`src/rtl/ctrl_pkg.sv`:
```
// Shared encodings for the multicycle controller: FSM states, datapath mux
// selects, ALU operations and the opcodes the decoder recognises.
package ctrl_pkg;

  typedef enum logic [3:0] {
    S_FETCH,
    S_DECODE,
    S_MEMADR,
    S_MEMREAD,
    S_MEMWB,
    S_MEMWRITE,
    S_EXECR,
    S_EXECI,
    S_ALUWB,
    S_BRANCH,
    S_JAL,
    S_JALR,
    S_LINK,
    S_LUI,
    S_AUIPC,
    S_ILLEGAL
  } state_e;

  localparam logic [2:0] IMM_I = 3'b000;
  localparam logic [2:0] IMM_S = 3'b001;
  localparam logic [2:0] IMM_B = 3'b010;
  localparam logic [2:0] IMM_J = 3'b011;
  localparam logic [2:0] IMM_U = 3'b100;

  localparam logic [3:0] ALU_ADD   = 4'b0000;
  localparam logic [3:0] ALU_SUB   = 4'b0001;
  localparam logic [3:0] ALU_AND   = 4'b0010;
  localparam logic [3:0] ALU_OR    = 4'b0011;
  localparam logic [3:0] ALU_XOR   = 4'b0100;
  localparam logic [3:0] ALU_SLT   = 4'b0101;
  localparam logic [3:0] ALU_SLTU  = 4'b0110;
  localparam logic [3:0] ALU_SLL   = 4'b0111;
  localparam logic [3:0] ALU_SRL   = 4'b1000;
  localparam logic [3:0] ALU_SRA   = 4'b1001;
  localparam logic [3:0] ALU_PASSB = 4'b1010;

  localparam logic [1:0] RES_ALUOUT    = 2'b00;
  localparam logic [1:0] RES_DATA      = 2'b01;
  localparam logic [1:0] RES_ALURESULT = 2'b10;

  localparam logic [1:0] SRCA_PC    = 2'b00;
  localparam logic [1:0] SRCA_OLDPC = 2'b01;
  localparam logic [1:0] SRCA_A     = 2'b10;

  localparam logic [1:0] SRCB_WD   = 2'b00;
  localparam logic [1:0] SRCB_IMM  = 2'b01;
  localparam logic [1:0] SRCB_FOUR = 2'b10;

  localparam logic [6:0] OP_LOAD   = 7'b0000011;
  localparam logic [6:0] OP_STORE  = 7'b0100011;
  localparam logic [6:0] OP_RTYPE  = 7'b0110011;
  localparam logic [6:0] OP_ITYPE  = 7'b0010011;
  localparam logic [6:0] OP_BRANCH = 7'b1100011;
  localparam logic [6:0] OP_JAL    = 7'b1101111;
  localparam logic [6:0] OP_JALR   = 7'b1100111;
  localparam logic [6:0] OP_LUI    = 7'b0110111;
  localparam logic [6:0] OP_AUIPC  = 7'b0010111;

endpackage

```
`src/rtl/alu_decoder.sv`:
```
// Maps funct3/funct7b5 to an ALU operation for register and immediate ALU ops.
module alu_decoder
  import ctrl_pkg::*;
(
  input  logic [2:0] funct3,
  input  logic       funct7b5,
  input  logic       is_rtype,
  output logic [3:0] alu_control
);

  always_comb begin
    alu_control = ALU_ADD;
    case (funct3)
      // Immediate adds carry immediate bits in Instr[30], so SUB is R-type only.
      3'b000:  alu_control = (is_rtype && funct7b5) ? ALU_SUB : ALU_ADD;
      3'b001:  alu_control = ALU_SLL;
      3'b010:  alu_control = ALU_SLT;
      3'b011:  alu_control = ALU_SLTU;
      3'b100:  alu_control = ALU_XOR;
      3'b101:  alu_control = funct7b5 ? ALU_SRA : ALU_SRL;
      3'b110:  alu_control = ALU_OR;
      3'b111:  alu_control = ALU_AND;
      default: alu_control = ALU_ADD;
    endcase
  end

endmodule

```
`src/rtl/multicycle_controller.sv`:
```
// Moore control FSM for a multicycle RV32I datapath.
// Define ILLEGAL_HALT_EN to halt on unsupported opcodes; otherwise they are one-cycle no-ops.
module multicycle_controller
  import ctrl_pkg::*;
(
  input  logic       clk,
  input  logic       rst,
  input  logic [6:0] opcode,
  input  logic [2:0] funct3,
  input  logic       funct7b5,
  input  logic       Zero,
  output logic [2:0] ImmSrc,
  output logic [3:0] ALUControl,
  output logic [1:0] ResultSrc,
  output logic [1:0] ALUSrcA,
  output logic [1:0] ALUSrcB,
  output logic       IRWrite,
  output logic       RegWrite,
  output logic       MemWrite,
  output logic       PCWrite,
  output logic       AddrSrc,
  output logic       JALR_LSB,
  output logic       illegal
);

  state_e     state;
  state_e     nxt;
  logic       is_store;
  logic       is_rtype;
  logic [3:0] alu_dec;

  assign is_rtype = (state == S_EXECR);

  alu_decoder u_alu_decoder (
    .funct3      (funct3),
    .funct7b5    (funct7b5),
    .is_rtype    (is_rtype),
    .alu_control (alu_dec)
  );

  always_comb begin
    nxt = state;
    case (state)
      S_FETCH:  nxt = S_DECODE;
      S_DECODE: begin
        case (opcode)
          OP_LOAD, OP_STORE: nxt = S_MEMADR;
          OP_RTYPE:          nxt = S_EXECR;
          OP_ITYPE:          nxt = S_EXECI;
          OP_BRANCH:         nxt = (funct3[2:1] == 2'b01) ? S_ILLEGAL : S_BRANCH;
          OP_JAL:            nxt = S_JAL;
          OP_JALR:           nxt = S_JALR;
          OP_LUI:            nxt = S_LUI;
          OP_AUIPC:          nxt = S_AUIPC;
          default:           nxt = S_ILLEGAL;
        endcase
      end
      S_MEMADR:   nxt = is_store ? S_MEMWRITE : S_MEMREAD;
      S_MEMREAD:  nxt = S_MEMWB;
      S_MEMWB:    nxt = S_FETCH;
      S_MEMWRITE: nxt = S_FETCH;
      S_EXECR:    nxt = S_ALUWB;
      S_EXECI:    nxt = S_ALUWB;
      S_ALUWB:    nxt = S_FETCH;
      S_BRANCH:   nxt = S_FETCH;
      S_JAL:      nxt = S_ALUWB;
      S_JALR:     nxt = S_LINK;
      S_LINK:     nxt = S_FETCH;
      S_LUI:      nxt = S_ALUWB;
      S_AUIPC:    nxt = S_ALUWB;
`ifdef ILLEGAL_HALT_EN
      S_ILLEGAL:  nxt = S_ILLEGAL;
`else
      S_ILLEGAL:  nxt = S_FETCH;
`endif
      default:    nxt = S_FETCH;
    endcase
  end

  // Load/store is latched in DECODE so later opcode changes cannot redirect MEMADR.
  always_ff @(posedge clk or posedge rst) begin
    if (rst) begin
      state    <= S_FETCH;
      is_store <= 1'b0;
    end else begin
      state <= nxt;
      if (state == S_DECODE)
        is_store <= (opcode == OP_STORE);
    end
  end

  always_comb begin
    ImmSrc     = IMM_I;
    ALUControl = ALU_ADD;
    ResultSrc  = RES_ALUOUT;
    ALUSrcA    = SRCA_PC;
    ALUSrcB    = SRCB_WD;
    IRWrite    = 1'b0;
    RegWrite   = 1'b0;
    MemWrite   = 1'b0;
    PCWrite    = 1'b0;
    AddrSrc    = 1'b0;
    JALR_LSB   = 1'b0;
    case (state)
      S_FETCH: begin
        IRWrite   = 1'b1;
        ALUSrcB   = SRCB_FOUR;
        ResultSrc = RES_ALURESULT;
        PCWrite   = 1'b1;
      end
      S_DECODE: begin
        ALUSrcA = SRCA_OLDPC;
        ALUSrcB = SRCB_IMM;
        ImmSrc  = (opcode == OP_JAL) ? IMM_J : IMM_B;
      end
      S_MEMADR: begin
        ALUSrcA = SRCA_A;
        ALUSrcB = SRCB_IMM;
        ImmSrc  = is_store ? IMM_S : IMM_I;
      end
      S_MEMREAD:  AddrSrc = 1'b1;
      S_MEMWB: begin
        ResultSrc = RES_DATA;
        RegWrite  = 1'b1;
      end
      S_MEMWRITE: begin
        AddrSrc  = 1'b1;
        MemWrite = 1'b1;
      end
      S_EXECR: begin
        ALUSrcA    = SRCA_A;
        ALUControl = alu_dec;
      end
      S_EXECI: begin
        ALUSrcA    = SRCA_A;
        ALUSrcB    = SRCB_IMM;
        ALUControl = alu_dec;
      end
      S_ALUWB:    RegWrite = 1'b1;
      S_BRANCH: begin
        ALUSrcA    = SRCA_A;
        ALUControl = (funct3[2:1] == 2'b00) ? ALU_SUB :
                     (funct3[2:1] == 2'b10) ? ALU_SLT : ALU_SLTU;
        // beq/bge/bgeu take the branch on Zero, bne/blt/bltu on its complement.
        PCWrite    = Zero ^ (funct3[2] ^ funct3[0]);
      end
      S_JAL: begin
        ALUSrcA = SRCA_OLDPC;
        ALUSrcB = SRCB_FOUR;
        PCWrite = 1'b1;
      end
      S_JALR: begin
        ALUSrcA   = SRCA_A;
        ALUSrcB   = SRCB_IMM;
        JALR_LSB  = 1'b1;
        ResultSrc = RES_ALURESULT;
        PCWrite   = 1'b1;
      end
      S_LINK: begin
        ALUSrcA   = SRCA_OLDPC;
        ALUSrcB   = SRCB_FOUR;
        ResultSrc = RES_ALURESULT;
        RegWrite  = 1'b1;
      end
      S_LUI: begin
        ALUSrcB    = SRCB_IMM;
        ImmSrc     = IMM_U;
        ALUControl = ALU_PASSB;
      end
      S_AUIPC: begin
        ALUSrcA = SRCA_OLDPC;
        ALUSrcB = SRCB_IMM;
        ImmSrc  = IMM_U;
      end
      default: ;
    endcase
    // Reset parks the FSM in FETCH; its write strobes must stay quiet until release.
    if (rst) begin
      IRWrite  = 1'b0;
      RegWrite = 1'b0;
      MemWrite = 1'b0;
      PCWrite  = 1'b0;
    end
  end

`ifdef ILLEGAL_HALT_EN
  assign illegal = (state == S_ILLEGAL);
`else
  assign illegal = 1'b0;
`endif

endmodule

```
`config.mk`:
```
export PLATFORM = sky130hd
export DESIGN_NAME = multicycle_controller
export DESIGN_NICKNAME = d
export VERILOG_FILES = /design/src/rtl/ctrl_pkg.sv /design/src/rtl/alu_decoder.sv /design/src/rtl/multicycle_controller.sv
export SDC_FILE = /design/constraint.sdc
export NUM_CORES = 1
export LEC_CHECK = 0
export ABC_AREA = 1
export BUFFER_PORTS_ARGS = -buffer_cell sky130_fd_sc_hd__clkbuf_2
export CAP_MARGIN = 20
export CORE_MARGIN = 10
export CORE_UTILIZATION = 48
export CTS_CLUSTER_SIZE = 8
export DETAILED_ROUTE_END_ITERATION = 10
export GPL_TIMING_DRIVEN = 0
export PLACE_DENSITY = 0.83
export SYNTH_ARGS = -nofsm -noshare
export SYNTH_HDL_FRONTEND = slang
export SYNTH_SLANG_ARGS = --single-unit
```
`constraint.sdc`:
```
create_clock -name clk -period 2.4 [get_ports clk]
set_input_delay 0.48 -clock clk [delete_from_list [all_inputs] [get_ports clk]]
set_output_delay 0.48 -clock clk [all_outputs]
set_load 0.03 [all_outputs]
```
* After elaboration in Yosys (flattened, before gate mapping)
Index checks and enable logic that the tools add are counted.
Widths: inputs -> output; s select.
** Storage, ports and cells
- Flip-flop bits (word level) :: 5
- Memory bits (writable) :: 0
- Word-level logic and storage cells :: 80
- Latch bits :: 0
- Input bits :: 14
- Output and inout bits :: 20
- Memories kept :: 0
- Memory bits (read-only) :: 0
** Operators by class
- $mul :: 0
- Shift operators :: 0
- Muxes and demuxes :: 26
- $add $sub $neg :: 0
- Reductions and logical operators :: 17
- Bitwise gates (word level) :: 2
- Order comparisons :: 0
- Equal/unequal tests :: 33
- Divide/modulo/power cells :: 0
** Operators with widths (count)
- $pmux 4 s8 :: 2
- $eq 4x4->1 const B :: 8
- $pmux 4 s7 :: 1
- $eq 7x6->1 const B :: 3
- $eq 7x7->1 const B :: 3
- $eq 4x3->1 const B :: 4
- $eq 7x5->1 const B :: 2
- $mux 1 :: 13
- $eq 3x3->1 const B :: 4
- $pmux 2 s2 :: 3
- $pmux 4 s3 :: 1
- $reduce_or 3->1 :: 4
- $reduce_or 6->1 :: 2
- $reduce_or 5->1 :: 2
- $mux 3 :: 3
- $pmux 3 s3 :: 1
- $eq 4x2->1 const B :: 2
- $reduce_or 2->1 :: 4
- $eq 7x2->1 const B :: 1
- $eq 3x2->1 const B :: 2
- $eq 4x1->1 const B :: 1
- $logic_not 4->1 :: 1
- $reduce_or 4->1 :: 1
- $eq 3x1->1 const B :: 1
- 8 further kinds :: 9

* Depth between registers and ports, before layout
- Depth after elaboration :: 5
- Gate-level depth with buffers :: 9
- Mapped depth without buffers :: 9

* By module
Synthesis repeated with hierarchy kept, for this count alone.
** Second synthesis, totals
- Cells, all modules :: 148
- Area total of the unflattened synthesis :: 825.8 µm²
** By module, submodules not included
- multicycle_controller :: sequential area each 125.1 µm², cells an instance 132, times used 1, area an instance 754.5 µm²
- alu_decoder :: sequential area each 0.0 µm², cells an instance 16, times used 1, area an instance 71.3 µm²

* Worst setup path after synthesis
Ideal clock, no wire load.
- Path kind :: reg2out
- From :: register state[3]
- To :: output port ALUControl[3]
- Stages on the path, launching flop included :: 4
- Required time :: 1.920 ns
- Arrival time :: 1.739 ns
- Setup slack :: 0.181 ns
- Path buffers :: 0
- Path through :: dfrtp_1 > nor2_1 > nand2_1 > o41ai_1
** Between the ends
- Word-level cells in the longest chain between the ends :: 3
- Elaborated cells on any way between the ends :: 6
- Classes of those cells :: eq/ne (4); mux (1); reduce/logical (1)
** RTL lines
- start, declared :: RTL line multicycle_controller.sv:26 : state_e state;
- start signal, assigned :: RTL line multicycle_controller.sv:86 : state <= nxt;
- $eq 4x3->1 :: RTL line multicycle_controller.sv:104 : case (state)
- $reduce_or 2->1 (no source line)
- $pmux 4 s3 * :: RTL line multicycle_controller.sv:104
- end, declared :: RTL line multicycle_controller.sv:13 : output logic [3:0] ALUControl,
Every way passes the cells marked *; elsewhere a longest branch is shown, timed or not.

* Worst setup path in the final report
- From :: register state[2]
- To :: output port ALUControl[3]
The elaborated chain is that of the path after synthesis.

==> results.yml <==
run_status:
  status: "finished clean"
setup_path:
  crit_fanout: 4
  critPathLaunchType: "flop"
  end_kind: "primary output"
  crit_type: "flop to primary output"
  reg2regPathDepth: 6
  reg2reg_to: "state[1]"
  reg2reg_setup_slack_ps: 1130
  r2r_start: "state[2]"
  crit_required_ps: 1920
  cp.arrival_ps: 1670
route:
  drt-total-wl_um: 2180
  antenna_left: 0
  vias: 967
  wl_per_cell_um: 11.7
  drt_first_pass_iters: 4
  wl_met1_um: 923
  viasPerCell: 5.17
  top_layer_used: "met4"
  remaining_drc_errors: 0
  wl_met3_um: 251
  initialDrtViolationCount: 48
  wl_met2_um: 973
global_routing:
  grt_start_max_net_pins: 8
  grt_pass1_wl_um: 3790
  first_global_vias: 904
  antenna_found_initial: 0
  globalRouteOverflowTotal: 0
  grt_usage: 0.131
pwr:
  power_density_nw_per_um2: 1100
  leakage_nw: 0.581
  vdd_drop_max_uv: 674
  finalPower_mw: 0.998
finish:
  instances_no_fill: 187
  final_nets: 187
  layout-drive-gt1-share: 0.233
  area_growth_pct: 29.3
  fillerInstances: 141
  design_area_sq_um: 911
  fin_util: 0.675
  insertedDiodeCount: 0
timing:
  setup_tns_ps: 0
  maxSlewViolCount: 0
  fin_crit_ps: 2150
  max_freq_mhz: 464
  period_share: 0.897
  fin_ws_ps: 247
  rsz0062_at_grt: "false"
  setup-violations-final: 0
  clock_skew_ps: 3.16
  finalHoldViolations: 0
  hold_ws_ps: 154
logic_synthesis:
  synth_cell_types: 20
  yosys_register_bits: 5
  synth_edf_count: 0
  yosysTopAreaCell: "nand2_1"
  ys.flop_type: "dfrtp_1"
  ys_async_sr_fraction: 1.00
  syn_nets: 150
  synth_area_leaders: "nand2_1 26%, dfrtp_1 18%, inv_1 12%"
  synth.top_cell.area_share: 0.256
  synthCells: 136
  avgSynthCellArea_sq_um: 5.18
  syn-cell-area_sq_um: 704
  synth_commonest_cells: "48 x nand2_1, 23 x inv_1, 16 x nor2_1, 15 x nand3_1, 8 x o21ai_0"
  yosysMostFrequentCell: "nand2_1"
  ys_seq_area_frac: 0.178
  synth_warnings: 0
run:
  drv_cap: 0
die:
  pin_count: 34
  rows: 13
  initial_utilization: 0.522
  core_area_sq_um: 1350
  die-area_sq_um: 3400
  dieWidth_um: 58.3
  die_h_um: 58.3
clock_network:
  h-tree-depth: 1
  cts_made_buffers: 3
  cts-root-buf: "clkbuf_4"
  worstSkewPairLatency_ps: 260
  cts.reportedPaths.clkPinSlew_ps: 50
  cts_resized: 0
  cts_setup_buffers: 0
  clock_sinks: 5
  clockBufferDepth: 2
  cts_tree: "done"
  cts_hold_buffers: 0
placed_design:
  place.gp.congestion: 0.880
  place_area_sq_um: 883
  place_hpwl_um: 1880
  placed_cells: 183
  dp_slack_ps: 519
  io_buffers: 32
worst_hold_path:
  min_path_type: "input pin to asynchronous set/reset pin"
## metal layers
metal / global-route usage / vias up
met4: 0.0503 / 0
li1: - / 502
met2: 0.206 / 40
met5: 0 / -
met3: 0.0579 / 4
met1: 0.152 / 421
## where the power goes
group	total [mW]	switching (mW)	leakage, nW	internal (mW)
sequential	0.149	0.0332	0.0646	0.116
combinational	0.745	0.551	0.498	0.194
clock	0.104	0.0433	0.0177	0.0608
total	0.998	0.627	0.581	0.370
## cells by family after synthesis
logic type / after synthesis / share of synthesized area
flip-flops: 5 / 0.178
buffers and inverters: 26 / 0.144
AND/OR/NAND/NOR: 83 / 0.490
other: 1 / 0.00532
AO/OA/AOI/OAI: 21 / 0.183
## cell type report
class,count,area [sq um],area share
plain buffers,1,7.51,0.00824
clock buffers,3,22.5,0.0247
clock inverters,1,5.00,0.00549
inverters,25,93.8,0.103
multi-input cells,105,478,0.525
flip-flops and latches,5,125,0.137
well taps,15,18.8,0.0206
repair buffers,32,160,0.176
## flip-flops by register name, summed over array words and instances, names as in the netlist
register / cells
state: 4
is_store: 1
## cells in the final DEF, fill, tap and decap left out, drive strengths merged
| master | n |
|---|---|
| a21oi | 1 |
| a31oi | 1 |
| a32o | 1 |
| buf | 1 |
| clkbuf | 35 |
| clkinv | 1 |
| conb | 1 |
| dfrtp | 5 |
| inv | 25 |
| nand2 | 48 |
| nand3 | 15 |
| nand3b | 1 |
| nor2 | 17 |
| nor3 | 1 |
| o2111ai | 1 |
| o211ai | 4 |
| o21ai | 12 |
| o41ai | 1 |
| or2 | 1 |
## worst max-delay path, stage by stage, from the launching register on
cell and delay [ps]:
dfrtp_1 360, inv_1 80, nor2_1 270, nand2_1 180
o41ai_1 260, clkbuf_2 260
## how the worst max path moves through the flow
stage / to / slack, ps / from
CTS: ALUControl[3] / 260 / state[2]
finish: ALUControl[3] / 250 / state[2]
global route: PCWrite / 130 / state[2]
floorplan: ALUControl[3] / 180 / state[3]
detailed placement: PCWrite / 520 / funct3[2]
global placement: ALUControl[3] / 550 / state[2]
Power figures use the tool's default switching activity.
